## src/rtl/register_pipe.sv

```systemverilog
// register_pipe: WIDTH-bit, DEPTH-stage register pipeline with per-stage valid
// tracking, global clock enable, flush and a registered occupancy count.
//
// Optional feature macro: REGISTER_PIPE_TAPS_EN
//   When defined, TAPS and TAP_VALID expose every stage directly from the flops.
//
// Ports:
//   CLK        clock, all state updates on the rising edge
//   RESET      synchronous active-high reset (priority over FLUSH and CE)
//   CE         clock enable, the pipeline advances only when 1
//   FLUSH      synchronous clear of all valid bits (data is kept)
//   I          data in
//   I_VALID    qualifies I
//   O          data out of the final stage
//   O_VALID    valid bit of the final stage
//   COUNT      number of stages currently holding valid data
//   TAPS       {d[DEPTH-1],...,d[0]}  (REGISTER_PIPE_TAPS_EN only)
//   TAP_VALID  {v[DEPTH-1],...,v[0]}  (REGISTER_PIPE_TAPS_EN only)
module register_pipe #(
  parameter int unsigned      WIDTH = 3,
  parameter int unsigned      DEPTH = 2,
  parameter logic [WIDTH-1:0] INIT  = '0
) (
  input  logic                        CLK,
  input  logic                        RESET,
  input  logic                        CE,
  input  logic                        FLUSH,
  input  logic [WIDTH-1:0]            I,
  input  logic                        I_VALID,
  output logic [WIDTH-1:0]            O,
  output logic                        O_VALID,
`ifdef REGISTER_PIPE_TAPS_EN
  output logic [WIDTH*DEPTH-1:0]      TAPS,
  output logic [DEPTH-1:0]            TAP_VALID,
`endif
  output logic [$clog2(DEPTH+1)-1:0]  COUNT
);

  localparam int unsigned CW = $clog2(DEPTH + 1);

  // Stage 0 sits in the LSBs so the packed vector doubles as the tap bus.
  logic [DEPTH-1:0][WIDTH-1:0] d;
  logic [DEPTH-1:0]            v;
  logic [CW-1:0]               count;

  logic enter_c;
  logic leave_c;

  // A word only enters when it is actually captured; FLUSH suppresses it.
  assign enter_c = CE & I_VALID & ~FLUSH;
  assign leave_c = CE & v[DEPTH-1];

  // Data and valid shift register.
  always_ff @(posedge CLK) begin
    if (RESET) begin
      for (int unsigned k = 0; k < DEPTH; k++) begin
        d[k] <= INIT;
      end
      v <= '0;
    end else begin
      if (CE) begin
        d[0] <= I;
        v[0] <= I_VALID;
        for (int unsigned k = 1; k < DEPTH; k++) begin
          d[k] <= d[k-1];
          v[k] <= v[k-1];
        end
      end
      // FLUSH overrides the shift, including the bit capturing I_VALID.
      if (FLUSH) begin
        v <= '0;
      end
    end
  end

  // Occupancy tracked incrementally so it stays in step with v[].
  always_ff @(posedge CLK) begin
    if (RESET || FLUSH) begin
      count <= '0;
    end else begin
      count <= count + CW'(enter_c) - CW'(leave_c);
    end
  end

  assign O       = d[DEPTH-1];
  assign O_VALID = v[DEPTH-1];
  assign COUNT   = count;

`ifdef REGISTER_PIPE_TAPS_EN
  assign TAPS      = d;
  assign TAP_VALID = v;
`endif

endmodule

```

## config.mk

```make
export PLATFORM = sky130hd
export DESIGN_NAME = register_pipe
export DESIGN_NICKNAME = d
export VERILOG_FILES = /design/src/rtl/register_pipe.sv
export SDC_FILE = /design/constraint.sdc
export NUM_CORES = 1
export LEC_CHECK = 0
export BUFFER_PORTS_ARGS = -buffer_cell sky130_fd_sc_hd__buf_4
export CAP_MARGIN = 20
export CORE_AREA = 2 2 39 41
export CTS_CLUSTER_SIZE = 20
export DETAILED_ROUTE_END_ITERATION = 10
export DIE_AREA = 0 0 41 43
export PLACE_DENSITY_LB_ADDON = 0.15
export SYNTH_ARGS = -nofsm -noshare
export SYNTH_HDL_FRONTEND = slang
export SYNTH_SLANG_ARGS = --single-unit
export TNS_END_PERCENT = 1
```

## constraint.sdc

```tcl
create_clock -name CLK -period 4.4 [get_ports CLK]
set_clock_uncertainty 0.2 [all_clocks]
set_input_delay 0.88 -clock CLK [delete_from_list [all_inputs] [get_ports CLK]]
set_output_delay 0.88 -clock CLK [all_outputs]
set_load 0.01 [all_outputs]
```

==> impl_metrics.toml <==
[run_status]
status = "completed"

[global_route]
antenna_found_initial = 0
overflow = 0
track_usage_pct = 10.06
grt_max_degree = 11
grt_pass1_vias = 310
grt_pass1_wl_microns = 1138

[setup_path]
crit_fanout = 10
worstSetupPathType = "input port to flip-flop"
cpLargestDelayFamily = "adder cells"
slowest_delay_ns = 0.29
crit_path_end_kind = "flip-flop"
cp_data_arrival_time_ns = 2.02
cpMaxStageDelayCell = "ha_1"
cp_num_buf_inv = 2
required_ns = 4.39
path_common_cell = "ha_1"
critPathLaunchType = "input port"
cp_cell_sequence = "buf_4, and2_1, ha_1, inv_1, ha_1, xnor3_1, nor3_2"

[pwr]
clock_power_share_pct = 41.0
p_int_mw = 0.1539
peakVddDrop_mv = 0.1520
pwr-share-seq_pct = 49.7
switching_share_pct = 19.88
combPwrFrac_pct = 9.4
p_per_area_mw_per_mm2 = 349.7
p_leak_nw = 0.2694
p_sw_mw = 0.03818

[routing]
wl_per_cell_microns = 10.70
drc = 0
drt_iter0_drc = 6
routed_wl_microns = 717
ant_nets = 0
num_vias = 295
first_pass_iters = 2
avgViaCountPerCell = 4.403

[die]
rows = 14
core_area_sq_mm = 0.001384
die_h_microns = 43
start_util_pct = 31.37
dieArea_sq_mm = 0.001763
die_w_microns = 41
num_io_pins = 14

[sta]
tns_ns = 0
slew_headroom_pct = 89.90
worst_slew_pin_slew_ns = 0.1472
rsz0062_at_grt = "no"
min_period_ns = 2.030
drv_slew = 0
fin_crit_sh_pct = 46.13
hold_viol = 0
setup_viol = 0
fmax_mhz = 492.7

[clock_network]
cts_sinks = 10
numCtsBuffers = 3
cts_buffer_depth = 2
tritoncts = "yes"
holdBufCountCts = 0
cts-root-buf = "clkbuf_4"
clk_pin_slew_ns = 0.06
post-cts-setup-buffer-count = 0
htree_levels = 1
cts_resized = 0
clk_latency_ns = 0.25

[cells_and_area]
final_area_sq_um = 549.3
areaGrowthSynthToFinish_pct = 26.51
nFillCells = 138
drive_gt1_share_pct = 35.29
final_nets = 62
diodes = 0

[synth]
synth_edf_count = 0
synthFlopType = "dfxtp_1"
yosysSeqAreaShare_pct = 46.11
synth.area.top_cells = "dfxtp_1, mux2i_1, ha_1, buf_4, nor2_1"
synth-async-reset-ratio_pct = 0
syn_area_sq_um = 434.2
synth_most_common_cell = "dfxtp_1"
netlist_instances = 39
yosysTopAreaCell = "dfxtp_1"
synth_nets = 49
synthDistinctLibCells = 14
ys_warn_count = 0
netlist.area_leader.share_pct = 46.11
synth_common_cells = "dfxtp_1, mux2i_1, nor2_1"
synth_area_per_cell_sq_um = 11.13
synth_seq_cells = 10

[job]
drv_cap = 0

[place]
io_buffers = 13
gp_congestion = 0.5499
post_dp_cell_area_sq_um = 513.0
dp_hpwl_microns = 570.8

[hold_path]
hp-class = "flip-flop to flip-flop"
[layout make-up]
| class | count | area [sq um] | share of cell area, % |
|---|---|---|---|
| repair buffers | 13 | 97.59 | 17.77 |
| inverters | 1 | 3.754 | 0.6834 |
| clock buffers | 4 | 36.28 | 6.606 |
| flip-flops and latches | 10 | 200.2 | 36.45 |
| multi-input cells | 23 | 191.4 | 34.85 |
| well taps | 16 | 20.02 | 3.645 |
[routing by layer]
metal | share of wire, % | track usage, %
met1 | 40 | 9.709
met2 | 54 | 16.25
met3 | 6.6 | 3.141
met4 | 0 | 8.000
met5 | 0 | 0
[worst min-delay path, delay by kind of cell, from the launching register on]
family        cells  cell delay (ns)
flops             1             0.33
mux               1             0.07
simple gates      1             0.07
[worst paths after layout]
path | from | slack [ns] | cells past startpoint | end
worst min-delay path | d[2]$_SDFFE_PP0P_ | 0.31 | 2 | d[2]$_SDFFE_PP0P_
worst max-delay path | CE | 2.37 | 7 | COUNT[1]$_SDFF_PP0_
worst min register to register | d[2]$_SDFFE_PP0P_ | 0.31 | 2 | d[2]$_SDFFE_PP0P_
worst max register to register | v[1]$_SDFFE_PP0P_ | 2.84 | 6 | COUNT[1]$_SDFF_PP0_
[sequential cells by signal (all words and copies together) (netlist names)]
register	cells
COUNT	2
O	3
d	3
v	2
[cells in the final DEF, fill, tap and decap left out]
cell,netlist,routed
mux2i_1,8,8
nor3_1,2,2
buf_4,3,13
and2_1,1,1
ha_1,2,2
nor2_1,6,6
nor3b_1,1,1
inv_1,1,1
nand3b_1,1,1
xnor3_1,1,1
nor3_2,1,1
clkbuf_4,0,3
clkbuf_8,0,1
dfxtp_1,10,10
[cell families (layout without fill, tap and decap cells)]
logic type                 count (synthesis)  after routing  share of synthesized area, %
buffers and inverters                      6             18                         9.796
adders and majority gates                  2              2                         5.763
DFF                                       10             10                         46.11
and+or+nand+nor                           12             12                         14.70
xor gates and xnor gates                   1              1                         5.187
muxes                                      8              8                         18.44
[power by group through the flow]
| stage | registers (mW) | clock network (mW) | logic (mW) |
|---|---|---|---|
| final | 0.0954 | 0.0787 | 0.0180 |
| after global routing | 0.0957 | 0.0894 | 0.0198 |
| after CTS | 0.0954 | 0.0819 | 0.0183 |
| after detailed placement | 0.0975 | 0 | 0.0183 |
| after global placement | 0.0972 | 0 | 0.0174 |
| after floorplan | 0.0972 | 0 | 0.0118 |
[through the flow]
step	worst slack (ns)	power, mW	hold WS [ns]	utilization [%]	instances
after floorplan	2.231	0.1090	0.2601	-	39
after global placement	2.163	0.1146	0.2715	37.07	63
after detailed placement	2.091	0.1158	0.2902	37.07	63
after CTS	2.359	0.1956	0.3079	39.69	67
after global routing	2.320	0.2049	0.3348	39.69	67
final	2.370	0.1921	0.3058	39.69	67
Power figures use the tool's default switching activity.
